<file path="src/rtl/icmp_pkg.sv">
// Shared ICMP echo constants, FSM state type and checksum helper.
package icmp_pkg;

  localparam logic [7:0] ICMP_ECHO_REQUEST = 8'd8;
  localparam logic [7:0] ICMP_ECHO_REPLY   = 8'd0;
  localparam int         ICMP_HDR_LEN      = 4;

  typedef enum logic [1:0] {IDLE, RX, SEND, DISCARD} state_t;

  // 16-bit one's-complement add: the carry out is folded back into bit 0
  function automatic logic [15:0] ones_add16(input logic [15:0] a, input logic [15:0] b);
    logic [16:0] sum;
    sum = {1'b0, a} + {1'b0, b};
    return sum[15:0] + {15'd0, sum[16]};
  endfunction

endpackage

</file>
<file path="src/rtl/icmp_echo_buf8.sv">
// Simple dual-port echo body RAM: one write port, one registered read port.
module icmp_echo_buf8 #(
  parameter int DEPTH = 64,
  parameter int AW    = 6,
  parameter int DW    = 8
) (
  input  logic          clk,
  input  logic          wr_en,
  input  logic [AW-1:0] wr_addr,
  input  logic [DW-1:0] wr_data,
  input  logic [AW-1:0] rd_addr,
  output logic [DW-1:0] rd_data
);

  logic [DW-1:0] mem [DEPTH];

  always_ff @(posedge clk) begin
    if (wr_en) mem[wr_addr] <= wr_data;
    rd_data <= mem[rd_addr];
  end

endmodule

</file>
<file path="src/rtl/icmp_echo_reply8.sv">
// ICMP echo responder: buffers an echo request body and streams back the reply.
// Define ICMP_ECHO_STATS_EN to implement drop_count / reply_count (otherwise tied to 0).
module icmp_echo_reply8
  import icmp_pkg::*;
#(
  parameter int AVL_SIZE  = 8,
  parameter int BYTE_SIZE = 8,
  parameter int BUF_DEPTH = 64,
  parameter int BUF_AW    = 6
) (
  input  logic                 clk,
  input  logic                 reset_n,
  input  logic                 data_in_valid,
  input  logic [AVL_SIZE-1:0]  data_in,
  input  logic                 frame_end,
  input  logic                 frame_abort,
  input  logic [7:0]           icmp_type,
  input  logic [7:0]           code,
  input  logic [15:0]          checksum,
  input  logic                 tx_ready,
  output logic                 tx_valid,
  output logic [BYTE_SIZE-1:0] tx_data,
  output logic                 tx_last,
  output logic                 busy,
  output logic [15:0]          drop_count,
  output logic [15:0]          reply_count
);

  localparam int IDX_W = BUF_AW + 3;
  localparam int POS_W = BUF_AW + 1;
  localparam logic [IDX_W-1:0] IDX_MAX   = '1;
  localparam logic [IDX_W-1:0] HDR_IDX   = IDX_W'(ICMP_HDR_LEN);
  localparam logic [IDX_W-1:0] DEPTH_IDX = IDX_W'(BUF_DEPTH);
  // Type 8 -> 0 removes 0x0800 from the sum, so the complemented checksum gains 0x0800
  localparam logic [15:0] TYPE_DELTA = 16'h0800;

  state_t state, state_next;
  logic [IDX_W-1:0] idx, body_addr;
  logic ovf, hdr_pending;
  logic [7:0] type_q, code_q;
  logic [15:0] cks_q, reply_cks;
  logic [POS_W-1:0] len_q, pos, pos_next;
  logic in_rx, rx_byte, last_byte, over_now, wr_en, accept;
  logic tx_xfer, tx_done, tx_advance, still_sending;
  logic [BUF_AW-1:0] rd_addr;
  logic [BYTE_SIZE-1:0] rd_data, next_byte;

  assign in_rx         = (state == IDLE) || (state == RX);
  assign rx_byte       = data_in_valid && in_rx && !frame_abort;
  assign last_byte     = rx_byte && frame_end;
  assign body_addr     = idx - HDR_IDX;
  assign over_now      = rx_byte && (idx >= HDR_IDX) && (body_addr >= DEPTH_IDX);
  assign wr_en         = rx_byte && (idx >= HDR_IDX) && !over_now;
  assign accept        = last_byte && (state == RX) && (type_q == ICMP_ECHO_REQUEST) &&
                         (code_q == 8'd0) && (idx >= HDR_IDX + IDX_W'(3)) && !ovf && !over_now;
  assign tx_xfer       = tx_valid && tx_ready;
  assign tx_done       = tx_xfer && tx_last;
  assign tx_advance    = tx_xfer && !tx_last;
  assign still_sending = tx_valid && !tx_done;
  assign reply_cks     = ones_add16(cks_q, TYPE_DELTA);
  assign busy          = tx_valid;

  // Decoder fields are only valid the cycle after byte 3, hence the one-cycle pending flag
  always_ff @(posedge clk or negedge reset_n) begin
    if (!reset_n) begin
      idx         <= '0;
      ovf         <= 1'b0;
      hdr_pending <= 1'b0;
      type_q      <= '0;
      code_q      <= '0;
      cks_q       <= '0;
      len_q       <= '0;
    end else begin
      hdr_pending <= rx_byte && (idx == HDR_IDX - IDX_W'(1));
      if (hdr_pending) begin
        type_q <= icmp_type;
        code_q <= code;
        cks_q  <= checksum;
      end
      if (accept) len_q <= POS_W'(idx - HDR_IDX + IDX_W'(1));
      if (!in_rx || frame_abort || last_byte) begin
        idx <= '0;
        ovf <= 1'b0;
      end else if (rx_byte) begin
        if (idx != IDX_MAX) idx <= idx + IDX_W'(1);
        if (over_now) ovf <= 1'b1;
      end
    end
  end

  always_ff @(posedge clk or negedge reset_n) begin
    if (!reset_n) state <= IDLE;
    else          state <= state_next;
  end

  // A new message during a reply is swallowed in DISCARD while the reply keeps streaming
  always_comb begin
    state_next = state;
    case (state)
      IDLE:    if (rx_byte && !frame_end) state_next = RX;
      RX: begin
        if (frame_abort)    state_next = IDLE;
        else if (last_byte) state_next = accept ? SEND : IDLE;
      end
      SEND: begin
        if (data_in_valid && !frame_end) state_next = DISCARD;
        else if (tx_done)                state_next = IDLE;
      end
      DISCARD: begin
        if (frame_abort || (data_in_valid && frame_end))
          state_next = still_sending ? SEND : IDLE;
      end
    endcase
  end

  icmp_echo_buf8 #(
    .DEPTH(BUF_DEPTH),
    .AW   (BUF_AW),
    .DW   (BYTE_SIZE)
  ) u_buf (
    .clk    (clk),
    .wr_en  (wr_en),
    .wr_addr(body_addr[BUF_AW-1:0]),
    .wr_data(data_in),
    .rd_addr(rd_addr),
    .rd_data(rd_data)
  );

  // RAM is addressed one byte ahead of the output register so full-rate bursts have no bubbles
  always_comb begin
    pos_next = pos;
    if (accept)          pos_next = '0;
    else if (tx_advance) pos_next = pos + POS_W'(1);
    rd_addr   = BUF_AW'(pos_next - POS_W'(ICMP_HDR_LEN - 1));
    next_byte = rd_data;
    if (pos_next == POS_W'(0))      next_byte = ICMP_ECHO_REPLY;
    else if (pos_next == POS_W'(1)) next_byte = 8'h00;
    else if (pos_next == POS_W'(2)) next_byte = reply_cks[15:8];
    else if (pos_next == POS_W'(3)) next_byte = reply_cks[7:0];
  end

  always_ff @(posedge clk or negedge reset_n) begin
    if (!reset_n) begin
      tx_valid <= 1'b0;
      tx_data  <= '0;
      tx_last  <= 1'b0;
      pos      <= '0;
    end else begin
      pos <= pos_next;
      if (accept || tx_advance) begin
        tx_data <= next_byte;
        tx_last <= !accept && (pos_next == len_q + POS_W'(3));
      end
      if (accept) begin
        tx_valid <= 1'b1;
      end else if (tx_done) begin
        tx_valid <= 1'b0;
        tx_last  <= 1'b0;
      end
    end
  end

`ifdef ICMP_ECHO_STATS_EN
  logic [15:0] drop_q, reply_q;
  logic drop_inc;

  assign drop_inc = data_in_valid && frame_end && !in_rx;

  always_ff @(posedge clk or negedge reset_n) begin
    if (!reset_n) begin
      drop_q  <= '0;
      reply_q <= '0;
    end else begin
      if (drop_inc && (drop_q != 16'hFFFF)) drop_q <= drop_q + 16'd1;
      if (tx_done) reply_q <= reply_q + 16'd1;
    end
  end

  assign drop_count  = drop_q;
  assign reply_count = reply_q;
`else
  assign drop_count  = '0;
  assign reply_count = '0;
`endif

endmodule

</file>
<file path="config.mk">
export PLATFORM = sky130hd
export DESIGN_NAME = icmp_echo_reply8
export DESIGN_NICKNAME = d
export VERILOG_FILES = /design/src/rtl/icmp_pkg.sv /design/src/rtl/icmp_echo_buf8.sv /design/src/rtl/icmp_echo_reply8.sv
export SDC_FILE = /design/constraint.sdc
export NUM_CORES = 1
export LEC_CHECK = 0
export CAP_MARGIN = 20
export CORE_ASPECT_RATIO = 0.9
export CORE_MARGIN = 2
export CORE_UTILIZATION = 40
export CTS_BUF_LIST = sky130_fd_sc_hd__clkbuf_4 sky130_fd_sc_hd__clkbuf_8 sky130_fd_sc_hd__clkbuf_16
export CTS_CLUSTER_SIZE = 30
export DETAILED_ROUTE_END_ITERATION = 8
export HOLD_SLACK_MARGIN = 0.05
export SLEW_MARGIN = 25
export SYNTH_ARGS = -nofsm -noshare
export SYNTH_HDL_FRONTEND = slang
export SYNTH_SLANG_ARGS = --single-unit
export TNS_END_PERCENT = 1
</file>
<file path="constraint.sdc">
create_clock -name clk -period 5.8 [get_ports clk]
set_clock_uncertainty 0.05 [all_clocks]
set_input_delay 0.58 -clock clk [delete_from_list [all_inputs] [get_ports clk]]
set_output_delay 0.58 -clock clk [all_outputs]
set_load 0.03 [all_outputs]
</file>
# --- Word-level counts from Yosys, hierarchy flattened ---
# Memory sizes are Yosys's and may differ from the RTL's. A register that Yosys moved wholly into a read port is not among the register bits.
# Cells that the tools add are included.
word_totals:
  out_inout_bits: 43
  wordCells: 110
  ram_bits: 512
  in_bits: 46
  latch_bits: 0
  mem_count: 1
  register_bits: 69
  rom_bits: 0
op_classes:
  n_addsub: 8
  n_eq_ne: 14
  div: 0
  n_shift: 0
  mux: 28
  reduce_logical: 44
  mul: 0
  n_lt_le_gt_ge: 3
  bitwise_logic: 0
mem_list:
  columns: ["name", "depth", "word_bits", "rd", "rd_ports_with_merged_regs", "write_ports", "line", "source"]
  rows:
  - ["u_buf.mem", 64, 8, 1, 1, 1, "icmp_echo_buf8.sv:15", "logic [DW-1:0] mem [DEPTH];"]
ops:
  columns: ["op", "count"]
  rows:
  - ["8-bit two-way mux", 4]
  - ["9-bit two-way mux", 3]
  - ["1-bit logical AND", 21]
  - ["9-bit by 3-bit greater-or-equal comparator with 1-bit output (second input constant)", 2]
  - ["16-bit by 12-bit adder with 17-bit output (second input constant)", 1]
  - ["16-bit by 1-bit adder with 16-bit output", 1]
  - ["2-bit two-way mux", 8]
  - ["7-bit by 1-bit adder with 7-bit output (second input constant)", 2]
  - ["7-bit by 2-bit == test with 1-bit output (second input constant)", 2]
  - ["7-bit two-way mux", 2]
  - ["1-bit two-way mux", 10]
  - ["9-bit by 1-bit adder with 9-bit output (second input constant)", 1]
  - ["9-bit by 2-bit == test with 1-bit output (second input constant)", 1]
  - ["9-bit by 7-bit greater-or-equal comparator with 1-bit output (second input constant)", 1]
  - ["9-bit inequality test (second input constant)", 1]
  - ["9-bit by 3-bit subtractor with 9-bit output (second input constant)", 1]
  - ["8-bit by 4-bit == test with 1-bit output (second input constant)", 1]
  - ["1-bit logical NOT", 8]
  - ["8-bit logical NOT", 1]
  - ["2-bit one-hot mux with 4 select lines", 1]
  - ["2-bit nonzero test", 4]
  - ["7-bit by 2-bit adder with 7-bit output (second input constant)", 1]
  - ["7-bit by 1-bit == test with 1-bit output (second input constant)", 1]
  - ["7-bit == test", 1]
  - ["11 further kinds", 18]

# --- Depth between registers and ports, before layout ---
logic_depth:
  depth_word: 17
  depth_mapped: 20
  ltp_nobuf: 16

# --- Modules after synthesis ---
# Synthesis repeated with hierarchy kept, for this count alone.
unflattened:
  hier_cells: 1382
  hier_area_um2: 24472.2
modules_own_cells:
  columns: ["module", "area_per_inst_um2", "instances", "seq_area_each_um2", "cells_per_inst"]
  rows:
  - ["icmp_echo_buf8", 20166.8, 1, 15534.9, 940]
  - ["icmp_echo_reply8", 4305.4, 1, 1726.7, 442]

# --- Worst setup path before layout ---
# No wires, ideal clock.
synth_path:
  kind: "flip-flop to flip-flop"
  from: "register idx[2]"
  to: "register u_buf.rd_data[3], read port of u_buf.mem"
  t_required_ns: 5.630
  setup_slack_ns: 1.334
  setup_time_ns: 0.120
  path_stages_with_launch: 18
  period_less_slack_ns: 4.466
  arrival_time_ns: 4.297
  n_path_buf: 5
  cell_sequence: "dfrtp_1 buf_2 inv_1 ha_1 buf_4 or4b_1 nor3_1 o31a_2 o211a_1 clkbuf_1 a21oi_1 ha_1 clkbuf_1 clkbuf_1 mux4_2 a2111o_1 o2111ai_1 nand2_1"
synth_between:
  elab_chain_cells: 7
  elab_cells_between_ends: 12
  cone_classes: "add/sub: 2; order compare: 3; mux: 1; reduce/logical: 6"
synth_lines:
  columns: ["element", "line", "source"]
  rows:
  - ["from (decl)", "icmp_echo_reply8.sv:38", "logic [IDX_W-1:0] idx, body_addr;"]
  - ["from (signal assigned)", "icmp_echo_reply8.sv:85", "if (idx != IDX_MAX) idx <= idx + IDX_W'(1);"]
  - ["9-bit by 3-bit subtractor with 9-bit output or 9-bit by 3-bit greater-or-equal comparator with 1-bit output (tied branches)", null, null]
  - ["9-bit by 7-bit greater-or-equal comparator with 1-bit output or 1-bit logical AND (tied branches)", "icmp_echo_reply8.sv:52", "assign over_now = rx_byte && (idx >= HDR_IDX) && (body_addr >= DEPTH_IDX);"]
  - ["1-bit logical AND", "icmp_echo_reply8.sv:52", null]
  - ["1-bit logical NOT", "icmp_echo_reply8.sv:55", "(code_q == 8'd0) && (idx >= HDR_IDX + IDX_W'(3)) && !ovf && !over_now;"]
  - ["1-bit logical AND *", "icmp_echo_reply8.sv:55", null]
  - ["7-bit two-way mux *", "icmp_echo_reply8.sv:132", "if (accept) pos_next = '0;"]
  - ["via pos_next[1]", "icmp_echo_reply8.sv:42", "logic [POS_W-1:0] len_q, pos, pos_next;"]
  - ["6-bit by 2-bit subtractor with 6-bit output *", "icmp_echo_reply8.sv:134", "rd_addr = BUF_AW'(pos_next - POS_W'(ICMP_HDR_LEN - 1));"]
  - ["to (decl)", "icmp_echo_buf8.sv:12", "output logic [DW-1:0] rd_data"]
# Mark *: on every way through the listed nets, which the timed path passes. The rest lies on a longest branch.
# A chain may end at the register's enable or synchronous reset.

# --- Final worst setup path ---
layout_path:
  from: "register idx[2]"
  to: "register u_buf.rd_data[7], read port of u_buf.mem"
# The elaborated chain is that of the path after synthesis.

==> summary.txt <==
Clock tree
  – # resized after CTS: 0
  – Clock Tree Buf Depth: 3
  – CTS tree: built
  – Post-CTS Hold Buffers: 0
  – Postcts setup bufs: 0
  – CTS Buf Count: 55
  – Clk_lat worst skew: 0.62 ns
  – Clk Tree Root Cell: clkbuf_16
  – Worst-path clk slew: 0.06 ns
  – Clk sinks: 589
  – H-tree levels: 2

Global routing
  – Total GRT Usage: 18.3%
  – Congestion Overflow GR: 0
  – Largest net degree at the start of global routing: 70
  – Initial antenna violation count: 0
  – First-pass GRT wire length: 85.4 mm
  – Vias in the first global route: 13000

Placed design
  – RD Place Congestion: 0.865
  – Dpl hpwl: 36.2 mm
  – Post-DP Area: 25800 um2
  – Post-place setup slack: 1.02 ns
  – Port Buffers: 56

Synthesis
  – Ys flop type: edfxtp_1
  – #FFs+latches synth: 589
  – Post-synthesis compound-gate area fraction: 3.90%
  – Synth area leader: edfxtp_1
  – Cell area after synthesis: 24400 um2
  – Synth area leaders: edfxtp_1 (63%), mux4_2 (12%), dfrtp_1 (7.1%)
  – Simple-gate share of the synthesized area: 6.18%
  – Async SR Flop Fraction: 11.7%
  – Largest family of logic cells by synthesized area: multiplexers
  – Most common library cells after synthesis: edfxtp_1 (512), mux4_2 (126), nor2_1 (107)
  – Register area share after synthesis: 70.6%
  – Top-count cell post-synth: edfxtp_1
  – Top-area cell type share of the netlist area: 62.9%
  – Synth Area per Inst: 17.4 um2
  – EDFF count, synth: 512
  – Post-synthesis cell count: 1405
  – Post-synthesis cell type count: 73
  – Xor-xnor portion of the synthesized cell area: 1.68%
  – Syn. warnings: 0
  – Mux contribution to synthesized area: 13.8%
  – Synth Area in Adders: 0.870%

Worst setup path
  – Largest stage delay, worst path: 0.60 ns
  – CP arrival: 5.31 ns
  – Slowest cell on the critical path: dfrtp_1
  – Worst Setup End Kind: register
  – CP dominant cell by count: a21oi_1
  – Crit path cell chain: inv_1 > ha_1 > or4b_1 > nor3_1 > o31a_2 > o211a_1 > a21oi_1 > ha_4 > a211oi_1 > a21oi_1 > o21bai_1 > nand3_1 > a21oi_1 > nand3_1 > and4_1
  – CP startpoint: idx[2]$_DFFE_PN0P_
  – Crit Path Class: register to register
  – Crit path max fanout: 12
  – CP Data Required Time: 6.25 ns
  – Worst setup SP type: register
  – Reg-to-reg startpoint: idx[2]$_DFFE_PN0P_
  – Worst R2R Path Depth: 15

STA
  – RSZ-0062 raised after global routing: no
  – Final hold slack: 0.0479 ns
  – Tmin final: 4.86 ns
  – Sum of negative setup slack: 0 ns
  – Slew Viols, Final: 0
  – Max Freq: 206 MHz
  – Final setup viols: 0
  – Fin crit share: 83.8%
  – Slew HR: 36.4%
  – Worst Setup Slack, final: 0.937 ns
  – Final Hold Fails: 0
  – Worst-margin pin slew: 0.951 ns

Power and ir drop
  – Combinational power share: 2.4%
  – Peak VDD IR: 0.220 mV
  – PD cells: 304 nW/um2
  – Clock share of power: 41.9%
  – NetSw: 1680 uW
  – Sequential share of power: 55.7%
  – Leakage power: 0.00916 uW
  – Total power draw: 8370 uW
  – Sw Share: 20.1%
  – Internal: 6690 uW

Final layout
  – Register Area: 17300 um2
  – FILL cells: 5134
  – Diodes inserted: 0
  – Fin nets: 1554
  – Design Area, Final: 27500 um2
  – Synthesis-to-finish area growth: 12.6%
  – Multi-input logic area: 6610 um2
  – Layout cells sized above 1: 20.8%

Floorplanning
  – Die W: 265 um
  – Core area: 60100 um2
  – Die Area: 63100 um2
  – Die height: 239 um
  – Row cnt: 85
  – Effective utilization at floorplan: 40.7%
  – IO Count: 89

Detailed routing
  – Met3 wire length: 4.67 mm
  – Drt pass-1 iters: 5
  – Antenna Violating Nets Remaining: 0
  – Metal2 WL: 26.2 mm
  – Max Used Layer: met4
  – Via density: 5.59
  – Avg WL per Cell: 24.6 um
  – DRC Markers: 0
  – Initial DRC count: 1260
  – Post-Route WL: 57.0 mm
  – Vias after detailed routing: 13000
  – M1 WL: 25.1 mm

Hold path
  – Hold/Removal Path Class: input pin to async pin

Run status
  – Status: finished clean

Job
  – Max Cap Viol: 0
## power by group through the flow
stage / sequential, uW / combinational (uW) / clock [uW]
after floorplan: 4740 / 103 / 0
after detailed placement: 4750 / 204 / 0
after CTS: 4660 / 206 / 3590
after global routing: 4660 / 220 / 3750
after global placement: 4750 / 199 / 0
final: 4660 / 200 / 3510
## kinds of logic after synthesis
logic type,after synthesis
adder cells (fa/ha/maj),17
XOR/XNOR,47
buffers and inverters,110
AND/OR/NAND/NOR,323
multiplexers,176
AO/OA/AOI/OAI,142
flip-flops,589
other,1
## metrics by stage
| step | cells | util, % |
|---|---|---|
| CTS | 2319 | 45.8 |
| detailed placement | 2217 | 42.9 |
| finish | 2319 | 45.8 |
| floorplan | 1436 | - |
| global placement | 2217 | 42.9 |
| global route | 2319 | 45.8 |
## registers in the layout (all words and copies together), names as in the netlist
name           flops
u_buf.mem        512
cks_q             16
idx                9
code_q             8
tx_data            8
type_q             8
u_buf.rd_data      8
len_q              7
pos                7
state              2
busy               1
hdr_pending        1
ovf                1
tx_last            1
## cells in the final DEF (no fill, tap or decap), types with 26 or more instances in the layout
cell	Yosys	final
dfrtp_1	69	69
buf_4	38	34
mux2_2	34	34
mux4_2	126	126
nand2_1	96	96
a21oi_1	53	51
xnor2_1	26	26
clkbuf_16	0	55
clkdlybuf4s50_1	0	47
nor2_1	107	107
edfxtp_1	512	512
conb_1	1	32
nand3_1	49	49
## worst max-delay path: cells and delay by family, from the launching register on
kind,cells,cell delay [ns]
and+or+nand+nor,5,1.68
buffers and inverters,1,0.20
DFF,1,0.60
AOI/OAI and AO/OA,7,1.62
adders and majority gates,2,0.60
## cell type report
cell class,instances,share of cell area [%]
Sequential cell,589,62.7
Multi-Input combinational cell,737,24.0
Clock buffer,80,5.75
Tap cell,783,3.56
Timing Repair Buffer,93,3.07
Clock inverter,22,0.627
Inverter,15,0.232
## path summary, 6_finish.rpt
check | to | slack (ns)
min reg2reg | code_q[2]$_DFFE_PN0P_ | 0.45
max reg2reg | u_buf.rd_data[7]$_DFF_P_ | 0.94
max in group asynchronous | cks_q[3]$_DFFE_PN0P_ | 5.08
min | type_q[3]$_DFFE_PN0P_ | 0.05
min in group clk | code_q[2]$_DFFE_PN0P_ | 0.45
max | u_buf.rd_data[7]$_DFF_P_ | 0.94
## metal layers
metal,GRT usage [%],vias to the layer above
li1,-,5657
met1,26.8,6685
met2,28.3,536
met3,3.37,77
met4,4.55,0
met5,0,-
Power figures use the tool's default switching activity.
